### config.mk
export PLATFORM = sky130hd
export DESIGN_NAME = debounce_multi
export DESIGN_NICKNAME = d
export VERILOG_FILES = /design/src/rtl/debounce_multi.sv
export SDC_FILE = /design/constraint.sdc
export NUM_CORES = 1
export LEC_CHECK = 0
export ABC_AREA = 1
export ABC_CLOCK_PERIOD_IN_PS = 3250
export CORE_UTILIZATION = 25
export DETAILED_ROUTE_END_ITERATION = 8
export HOLD_SLACK_MARGIN = 0.15
export PLACE_DENSITY = 0.4
export RECOVER_POWER = 50
export SLEW_MARGIN = 20
export SYNTH_ARGS = -nofsm -noshare
export SYNTH_HDL_FRONTEND = slang
export SYNTH_SLANG_ARGS = --single-unit
### constraint.sdc
create_clock -name DeBounce_CLOCK_50 -period 3.25 [get_ports DeBounce_CLOCK_50]
set_input_delay 0.4875 -clock DeBounce_CLOCK_50 [delete_from_list [all_inputs] [get_ports DeBounce_CLOCK_50]]
set_output_delay 0.4875 -clock DeBounce_CLOCK_50 [all_outputs]
set_load 0.02 [all_outputs]
### src/rtl/debounce_multi.sv
// Multi-channel push-button debouncer: per-channel 2-flop synchroniser, saturating
// stability counter, registered level and one-cycle rise/fall pulses.
// Optional per-channel enable port: define DEBOUNCE_CHANNEL_ENABLE_EN.
module debounce_multi #(
    parameter int   CHANNELS    = 4,
    parameter int   N           = 11,
    parameter logic RESET_LEVEL = 1'b0
) (
    input  logic                DeBounce_CLOCK_50,
    input  logic                DeBounce_Reset_InHigh,
    input  logic [CHANNELS-1:0] DeBounce_Button_In,
`ifdef DEBOUNCE_CHANNEL_ENABLE_EN
    input  logic [CHANNELS-1:0] DeBounce_Channel_Enable,
`endif
    output logic [CHANNELS-1:0] DeBounce_Button_Out,
    output logic [CHANNELS-1:0] DeBounce_Rise_Pulse,
    output logic [CHANNELS-1:0] DeBounce_Fall_Pulse,
    output logic                DeBounce_Any_Change
);

    logic [CHANNELS-1:0] chan_en;
    logic [CHANNELS-1:0] rise_d;
    logic [CHANNELS-1:0] fall_d;
    logic                any_change_q;

`ifdef DEBOUNCE_CHANNEL_ENABLE_EN
    assign chan_en = DeBounce_Channel_Enable;
`else
    assign chan_en = '1;
`endif

    genvar gi;
    generate
        for (gi = 0; gi < CHANNELS; gi++) begin : g_chan
            logic         dff1_q;
            logic         dff2_q;
            logic         out_q;
            logic         out_d;
            logic         rise_q;
            logic         fall_q;
            logic [N-1:0] cnt_q;
            logic [N-1:0] cnt_d;

            // Counter saturates at MSB set; a disabled channel keeps it cleared
            // so re-enabling demands a full stable period again.
            always_comb begin
                cnt_d = cnt_q;
                out_d = out_q;
                if (!chan_en[gi]) begin
                    cnt_d = '0;
                end else begin
                    if (dff1_q != dff2_q) begin
                        cnt_d = '0;
                    end else if (!cnt_q[N-1]) begin
                        cnt_d = cnt_q + N'(1);
                    end
                    if (cnt_q[N-1]) begin
                        out_d = dff2_q;
                    end
                end
            end

            assign rise_d[gi] = out_d & ~out_q;
            assign fall_d[gi] = ~out_d & out_q;

            always_ff @(posedge DeBounce_CLOCK_50) begin
                if (DeBounce_Reset_InHigh) begin
                    dff1_q <= RESET_LEVEL;
                    dff2_q <= RESET_LEVEL;
                    cnt_q  <= '0;
                    out_q  <= RESET_LEVEL;
                    rise_q <= 1'b0;
                    fall_q <= 1'b0;
                end else begin
                    dff1_q <= DeBounce_Button_In[gi];
                    dff2_q <= dff1_q;
                    cnt_q  <= cnt_d;
                    out_q  <= out_d;
                    rise_q <= rise_d[gi];
                    fall_q <= fall_d[gi];
                end
            end

            assign DeBounce_Button_Out[gi] = out_q;
            assign DeBounce_Rise_Pulse[gi] = rise_q;
            assign DeBounce_Fall_Pulse[gi] = fall_q;
        end
    endgenerate

    // Computed from the same next-state terms as the pulses so it lines up with them.
    always_ff @(posedge DeBounce_CLOCK_50) begin
        if (DeBounce_Reset_InHigh) begin
            any_change_q <= 1'b0;
        end else begin
            any_change_q <= |(rise_d | fall_d);
        end
    end

    assign DeBounce_Any_Change = any_change_q;

endmodule
# Word-level counts from Yosys, hierarchy flattened
# Index checks and enable logic that the tools add are counted.
word_totals:
  register_bits: 65
  input_bits: 6
  out_inout_bits: 13
  wordCells: 67
classes:
  add_sub_neg: 4
  n_eq_ne: 4
  mux: 8
  n_bitwise: 17
  reduce_logical: 5
op_table:
  columns: ["operator", "n"]
  rows:
  - ["$add 11x1->11 const B", 4]
  - ["$mux 11", 4]
  - ["$and 1x1->1", 8]
  - ["$not 1->1", 8]
  - ["$reduce_or 2->1", 4]
  - ["$mux 1", 4]
  - ["$ne 1x1->1", 4]
  - ["$or 4x4->4", 1]
  - ["$reduce_or 4->1", 1]

# Longest topological paths before layout
# Gate-level depths: netlist of run 1.
depth:
  word_depth: 5
  ltp_mapped: 8
  depth_no_buf: 8

# Worst setup path before layout of run 1
# No wires, ideal clock.
synth_path:
  kind: "flip-flop to flip-flop"
  from: "reg g_chan[2].cnt_q[10]"
  to: "reg any_change_q, in the netlist DeBounce_Any_Change"
  setup_ns: 0.133
  t_arrival_ns: 1.071
  t_required_ns: 3.117
  setup_slack_ns: 2.046
  stages_incl_launch_ff: 6
  path_buffers: 1
  period_less_slack_ns: 1.204
  cell_sequence: "dfxtp_1 > buf_6 > o21ai_0 > inv_1 > ha_1 > a41oi_1"
synth_between:
  elab_chain_len: 5
  elab_cells_between_ends: 6
  cone_classes: "1 x mux; 4 x bitwise; 1 x reduce/logical"
synth_lines:
  columns: ["item", "line_no", "text"]
  rows:
  - ["from (decl)", "41", "logic [N-1:0] cnt_q;"]
  - ["from (signal assigned)", "77", "cnt_q <= cnt_d;"]
  - ["$mux 1 (*)", "57", "if (cnt_q[N-1]) begin"]
  - ["named net g_chan[2].out_d", "38", "logic out_d;"]
  - ["$not 1->1", "64", "assign fall_d[gi] = ~out_d & out_q;"]
  - ["$and 1x1->1", "64", null]
  - ["$or 4x4->4 (*)", "95", "any_change_q <= |(rise_d | fall_d);"]
  - ["$reduce_or 4->1 (*)", "95", null]
  - ["to (signal assigned)", "95", null]
  - ["to (decl)", "24", "logic any_change_q;"]
# The timed path passes the listed nets; every way through them passes the cells marked *.
# A chain may end at the register's enable or synchronous reset.

# Final worst setup path of run 1
layout_path:
  from: "in DeBounce_Reset_InHigh"
  to: "reg g_chan[0].cnt_q[4]"
layout_between:
  elab_chain_len: 1
layout_lines:
  columns: ["item", "line_no", "text"]
  rows:
  - ["from (decl)", "10", "input logic DeBounce_Reset_InHigh,"]
  - ["$reduce_or 2->1 (no source line)", null, null]
  - ["to (signal assigned)", "77", null]
  - ["to (decl)", "41", null]
# Every way passes these cells.

==> results of run 1 <==
[layout make-up]
cell class / count / area share, %
sequential: 65 / 37.0
multi-input combinational: 245 / 36.1
clock buffer: 14 / 8.36
inverter: 73 / 7.97
timing repair buffer: 19 / 5.23
tap: 143 / 5.09
clock inverter: 1 / 0.214
[worst paths after layout]
path / startpoint / slack, ns / cells after the start / to
max: DeBounce_Reset_InHigh / 0.99 / 7 / g_chan[0].cnt_q[4]
min: g_chan[3].dff1_q / 0.45 / 2 / g_chan[3].dff2_q
min reg2reg: g_chan[3].dff1_q / 0.45 / 2 / g_chan[3].dff2_q
max reg2reg: g_chan[0].cnt_q[10] / 1.87 / 4 / DeBounce_Any_Change
[layer usage]
layer / vias up / global-route usage (%)
met5: - / 0
met4: 0 / 7.47
met3: 10 / 2.19
met2: 20 / 14.7
met1: 1010 / 12.4
li1: 1258 / -
[cells by family (layout without fill, tap and decap cells)]
family	after synthesis	in the layout	share of synthesized area [%]
XOR/XNOR	6	6	1.77
buffers and inverters	88	107	13.1
AO/OA/AOI/OAI	51	51	9.71
AND/OR/NAND/NOR	176	176	26.4
adder cells (fa/ha/maj)	12	12	5.07
flip-flops	65	65	43.9
[cell usage in the layout (no fill, tap or decap)]
master	netlist	routed
a41oi_1	1	1
ha_1	12	12
inv_1	65	65
a21oi_1	27	27
nand2_4	2	2
inv_2	5	5
dfxtp_1	65	65
o21a_1	4	4
nand2_1	67	68
clkbuf_1	2	1
nor2_4	2	2
clkinvlp_4	0	1
nand2_2	5	4
clkdlybuf4s50_1	0	18
clkbuf_8	0	5
o21bai_2	2	2
inv_4	2	2
nand3_1	11	11
nor3_2	1	1
o21bai_1	1	1
xnor2_1	1	1
clkinv_2	1	1
xor2_1	5	5
o21ai_2	1	1
clkbuf_16	0	9
nor3_1	3	3
nor2_2	10	10
nor2_1	63	63
o21ai_1	7	7
nand4_1	12	12
o21ai_0	8	8
[power groups by stage]
stage | clock, mW | combinational (mW) | sequential, mW
6_report | 0.953 | 0.0727 | 0.825
3_3_place_gp | 0 | 0.0750 | 0.842
2_1_floorplan | 0 | 0.0545 | 0.839
5_1_grt | 1.03 | 0.0855 | 0.826
4_1_cts | 0.986 | 0.0759 | 0.824
3_5_place_dp | 0 | 0.0755 | 0.842
[metrics by stage]
stage          instance area [um2]  utilization (%)
2_1_floorplan                 2960                -
3_3_place_gp                  3220             28.1
3_5_place_dp                  3220             28.1
4_1_cts                       3520             30.7
5_1_grt                       3520             30.7
6_report                      3520             30.7
[registers in the layout, indices dropped and copies added, names as in the netlist]
signal and flops:
DeBounce_Any_Change 1, g_chan.cnt_q 44, g_chan.dff1_q 4, g_chan.out_q 4
g_chan.dff2_q 4, g_chan.rise_q 4, g_chan.fall_q 4
[worst min-delay path: stages, from the launching register on]
cell	delay, ns
dfxtp_1	0.31
inv_1	0.06
nor2_1	0.04
==> results.txt, run 1 <==
----------------------------------------------------
[Floorplan]
  Die Span Y ... 111 um
  Area of the die ... around 12000 um2
  Die Wd ... 111 um
  Number of I/O pins ... 19
  Starting density of the core ... 25.8%
  Num rows ... 39
  Core Footprint ... 11500 um2

[Logic synthesis]
  FF+latch count, synth ... 65
  Number of instances in the synthesized netlist ... 398
  Synth Cell Area ... 2960 um2
  Netlist cell types ... 29
  YS warnings ... 0
  Top cells by count, synth ... nand2_1, dfxtp_1, inv_1
  Net count after synthesis ... 416
  Part of the Yosys area used for sequential elements ... 43.9%
  Syn Area/Cell ... 7.44 um2
  Prevailing post-synth register cell ... dfxtp_1
  Synth area leaders ... dfxtp_1, nand2_1, inv_1
  Share of the synthesized area in the top cell type ... 43.9%
  Asr flop ratio synth ... 0%
  Top-count cell post-synth ... nand2_1
  Post-synth EDFFs ... 0
  Most area-hungry cell type in the Yosys netlist ... dfxtp_1

[Timing]
  Tmin final ... 2.26 ns
  Max-slew violation count ... 0
  Final number of setup-violating endpoints ... 0
  Number of hold violations in the final report ... 0
  Final critical-path share of the clock period ... 69.7%
  Tightest Pin Transition ... approximately 1.0 ns
  Setup clock skew after layout ... 0.00361 ns
  Highest attainable clock frequency ... approximately 440 MHz
  Final-layout worst hold slack ... 0.447 ns
  Relative slew slack ... 33.5%
  Sum Neg Setup Slack ... 0 ns
  Unrepaired setup endpoints after global routing ... false
  Worst path setup slack after routing ... between 0.9 and 1 ns

[Clocking]
  Total clock buffers created by CTS ... 9
  Total number of H-tree levels ... 3
  Number of cells upsized or downsized after cts ... 0
  Clock-pin slew on the worst setup and hold paths ... 0.05 ns
  Clock root buffer ... clkbuf_16
  Clock tree from TritonCTS ... built
  Number of clock sinks ... 65
  Buffers inserted during post-CTS setup optimization ... 0
  Max clock buf depth ... 2
  Hold-fix buffers at CTS ... 0
  Clock latency reported for the late side of the worst-skew pair ... around 0.33 ns

[Route]
  DRC violation total after the first TritonRoute iteration ... 127
  Top Layer Used ... met4
  Post-DRT Antenna Nets ... 0
  Vias ... about 2.3k
  Length of routed wiring on met1 ... 2.84 mm
  Vias per std cell ... 4.10
  Total iterations of the first detailed-routing run ... 4
  Number of design rule violations left after detail routing ... 0
  Wire length on met2 ... 2.40 mm
  Detailed route wirelength on metal3 ... about 150 um
  Average wire per cell in the routed design ... 9.87 um
  Final wirelength ... 5.53 mm

[Cells and area]
  Area overhead of the layout relative to synthesis ... 18.7%
  Total Nets Final ... 431
  Final cell count without fillers ... 560
  Antenna Cells ... 0
  Fill count ... roughly 1.2k
  Ratio of cells with drive above 1 in the final layout ... 10.8%
  Multi-input logic area ... between 1000 and 1500 um2
  Sequential cell area ... 1300 um2

[Hold path]
  HP Class ... reg -> reg

[Flow run]
  Max-Cap Viols ... 0

[Power]
  Overall Power ... 1.85 mW
  Sequential share of power ... 44.6%
  Net switching share of the total power ... 21.3%
  Part of the total power dissipated in combinational logic ... 3.9%
  Pwr Density ... approximately 530 nW/um2
  IR Drop Worst-Case VDD ... 0.214 mV
  Switch Pwr ... 0.395 mW
  Leakage power ... ~1.4 nW
  Clock network power share ... 51.5%
  Internal portion of total power ... between 1 and 1.5 mW

[Worst setup path]
  Data arrival at the endpoint of the critical path ... 2.48 ns
  Endpoint required time on the critical path ... 3.46 ns
  Crit path max-delay cell type ... clkbuf_1
  Category of the most critical setup path ... in -> reg
  Worst path buffer plus inverter count ... 4
  Critical path's top delay family ... buffers and inverters
  Capturing element type of the critical path ... flip-flop
  CP max FO ... 22
  Startpoint types ... input pin
  CP cell instances ... clkdlybuf4s50_1 -> clkbuf_1 -> inv_1 -> nand2_1 -> inv_2 -> o21ai_1 -> a21oi_1
  Maximum cell stage delay along the critical path ... 0.74 ns

[Placed design]
  Port buffer count ... 18
  GP Congestion ... 0.708
  Worst setup slack after placement ... 1.24 ns
  Detail Placement HPWL ... ~4.0 mm
  Total instance count after detailed placement ... 545

[Global routing]
  Total routing usage reported by global routing ... roughly 9.9%
  Antenna violations before repair ... 0
  Global-route wire length before repair ... 9.55 mm
  Sum of overflow across all layers after global routing ... 0
  Vias in the first global route ... 2066
  Largest net degree at the start of global routing ... 23

[Outcome]
  Status ... finished, final reports clean

----------------------------------------------------
No activity file was read; power rests on OpenSTA's default activity.
==> run 2, diff against run 1 <==
--- a/config.mk
+++ b/config.mk
@@ -6,7 +6,7 @@
 export NUM_CORES = 1
 export LEC_CHECK = 0
 export ABC_AREA = 1
-export ABC_CLOCK_PERIOD_IN_PS = 3250
+export ABC_CLOCK_PERIOD_IN_PS = 2300
 export CORE_UTILIZATION = 25
 export DETAILED_ROUTE_END_ITERATION = 8
 export HOLD_SLACK_MARGIN = 0.15
==> constraint.sdc (replaced) <==
create_clock -name DeBounce_CLOCK_50 -period 2.3 [get_ports DeBounce_CLOCK_50]
set_input_delay 0.345 -clock DeBounce_CLOCK_50 [delete_from_list [all_inputs] [get_ports DeBounce_CLOCK_50]]
set_output_delay 0.345 -clock DeBounce_CLOCK_50 [all_outputs]
set_load 0.02 [all_outputs]
==> results.txt, run 2 (synthesis gave the netlist of run 1 again) <==
----------------------------------------------------
[Timing]
  Sum Neg Setup Slack ... 0 ns
  Final critical-path share of the clock period ... 74.0%
  Relative slew slack ... between 30% and 40%
  Final number of setup-violating endpoints ... 0
  Number of hold violations in the final report ... 0
  Highest attainable clock frequency ... 588 MHz
  Max-slew violation count ... 0
  Unrepaired setup endpoints after global routing ... false
  Tightest Pin Transition ... 0.996 ns
  Setup clock skew after layout ... 0.00288 ns
  Tmin final ... 1.70 ns
  Final-layout worst hold slack ... 0.445 ns

[Clocking]
  Number of cells upsized or downsized after cts ... 0
  Buffers inserted during post-CTS setup optimization ... 0
  Clock-pin slew on the worst setup and hold paths ... 0.05 ns
  Clock root buffer ... clkbuf_16
  Total clock buffers created by CTS ... 9
  Number of clock sinks ... 65
  Clock latency reported for the late side of the worst-skew pair ... 0.32 ns
  Clock tree from TritonCTS ... built
  Hold-fix buffers at CTS ... 0
  Total number of H-tree levels ... 3
  Max clock buf depth ... 2

[Placed design]
  Placed cell areas ... between 3000 and 4000 um2
  Port buffer count ... 18
  GP Congestion ... 0.734
  Detail Placement HPWL ... between 3 and 4 mm

[Floorplan]
  Die Span Y ... 111 um
  Core Footprint ... roughly 11000 um2
  Number of I/O pins ... 19
  Die Wd ... 111 um
  Num rows ... 39
  Starting density of the core ... approximately 26%
  Area of the die ... 12300 um2

[Power]
  Leakage power ... about 1.4 nW
  IR Drop Worst-Case VDD ... 0.321 mV
  Pwr Density ... 741 nW/um2

[Worst setup path]
  Data arrival at the endpoint of the critical path ... 1.36 ns
  Worst path buffer plus inverter count ... 1
  Capturing element type of the critical path ... primary output
  Worst R2R Start ... g_chan[0].cnt_q[10]
  CP max FO ... 4
  RR Endpoint ... DeBounce_Any_Change
  CP cell instances ... clkdlybuf4s50_1
  Worst reg-to-reg path cell count ... 4
  Critical path's top delay family ... buffers and inverters
  Startpoint types ... flip-flop
  Category of the most critical setup path ... reg -> out
  Endpoint required time on the critical path ... 1.96 ns
  Register-to-register path setup slack ... roughly 0.92 ns
  Crit path max-delay cell type ... clkdlybuf4s50_1
  Maximum cell stage delay along the critical path ... 0.64 ns

[Hold path]
  HP Class ... reg -> reg
  Hold Crit Endpoint ... g_chan[1].dff2_q
  Hold path startpoint ... g_chan[1].dff1_q
  Worst Hold Depth ... 2

[Route]
  Number of design rule violations left after detail routing ... 0
  Vias per std cell ... 4.04
  DRC violation total after the first TritonRoute iteration ... 122
  Vias ... ~2.3k
  Total iterations of the first detailed-routing run ... 4
  Post-DRT Antenna Nets ... 0
  Average wire per cell in the routed design ... 9.64 um
  Final wirelength ... between 5 and 6 mm

[Cells and area]
  Design Area, Final ... 3490 um2
  Commonest non-fill, non-tap cell in the layout ... nand2_1
  Area overhead of the layout relative to synthesis ... 17.9%
  Sequential cell area ... 1300 um2
  Max reg flops ... 44
  Commonest non-fill, non-tap cells in the layout ... nand2_1, inv_1, dfxtp_1
  Total Nets Final ... around 430
  Fill count ... around 1.2k
  Most flop-heavy register ... g_chan.cnt_q
  Ratio of cells with drive above 1 in the final layout ... 9.38%
  Antenna Cells ... 0
  Multi-input logic area ... 1260 um2

[Outcome]
  Status ... finished, final reports clean

[Flow run]
  Max-Cap Viols ... 0

[Global routing]
  Antenna violations before repair ... 0
  Total routing usage reported by global routing ... 9.89%
  Largest net degree at the start of global routing ... 22
  Global-route wire length before repair ... 9.58 mm
  Sum of overflow across all layers after global routing ... 0
  Vias in the first global route ... about 2.1k

----------------------------------------------------
==> run 2: metal layers <==
layer,up-vias,track usage (%),share of wire (%)
met5,-,0,0
met4,0,8.09,3.8
met3,14,2.24,2.2
met2,23,14.1,42
met1,967,12.7,52
li1,1256,-,-
==> run 2: how the worst max path moves through the flow <==
stage | startpoint | to | slack (ns) | cells after the start
global placement | DeBounce_Reset_InHigh | g_chan[1].cnt_q[4] | 0.74 | 6
floorplan | g_chan[2].cnt_q[10] | DeBounce_Any_Change | 1.10 | 5
finish | g_chan[1].out_q | DeBounce_Button_Out[1] | 0.60 | 1
CTS | g_chan[1].out_q | DeBounce_Button_Out[1] | 0.56 | 1
detailed placement | DeBounce_Reset_InHigh | g_chan[1].cnt_q[6] | 0.72 | 6
global route | g_chan[0].out_q | DeBounce_Button_Out[0] | 0.53 | 1
==> run 2: per-stage QoR <==
step / util (%) / setup WS, ns / power [mW] / cells
after floorplan: - / 1.10 / 1.26 / 398
after global placement: 28.1 / 0.744 / 1.30 / 545
after detailed placement: 28.1 / 0.718 / 1.30 / 545
after CTS: 30.6 / 0.565 / 2.64 / 559
after global routing: 30.5 / 0.533 / 2.70 / 559
final: 30.5 / 0.599 / 2.59 / 559
==> run 2: area by class of cell <==
cell class              count  area share (%)
well taps                 143            5.12
multi-input cells         245            36.2
inverters                  73            8.02
flip-flops and latches     65            37.2
clock buffers              11            6.95
clock inverters             3            1.22
repair buffers             19            5.27
==> run 2: where the power goes <==
group | switching (mW) | leakage, nW | total (mW) | internal (mW)
combinational | 0.0623 | 0.730 | 0.101 | 0.0389
sequential | 0.0177 | 0.527 | 1.17 | 1.15
clock | 0.468 | 0.137 | 1.32 | 0.854
total | 0.548 | 1.39 | 2.59 | 2.04
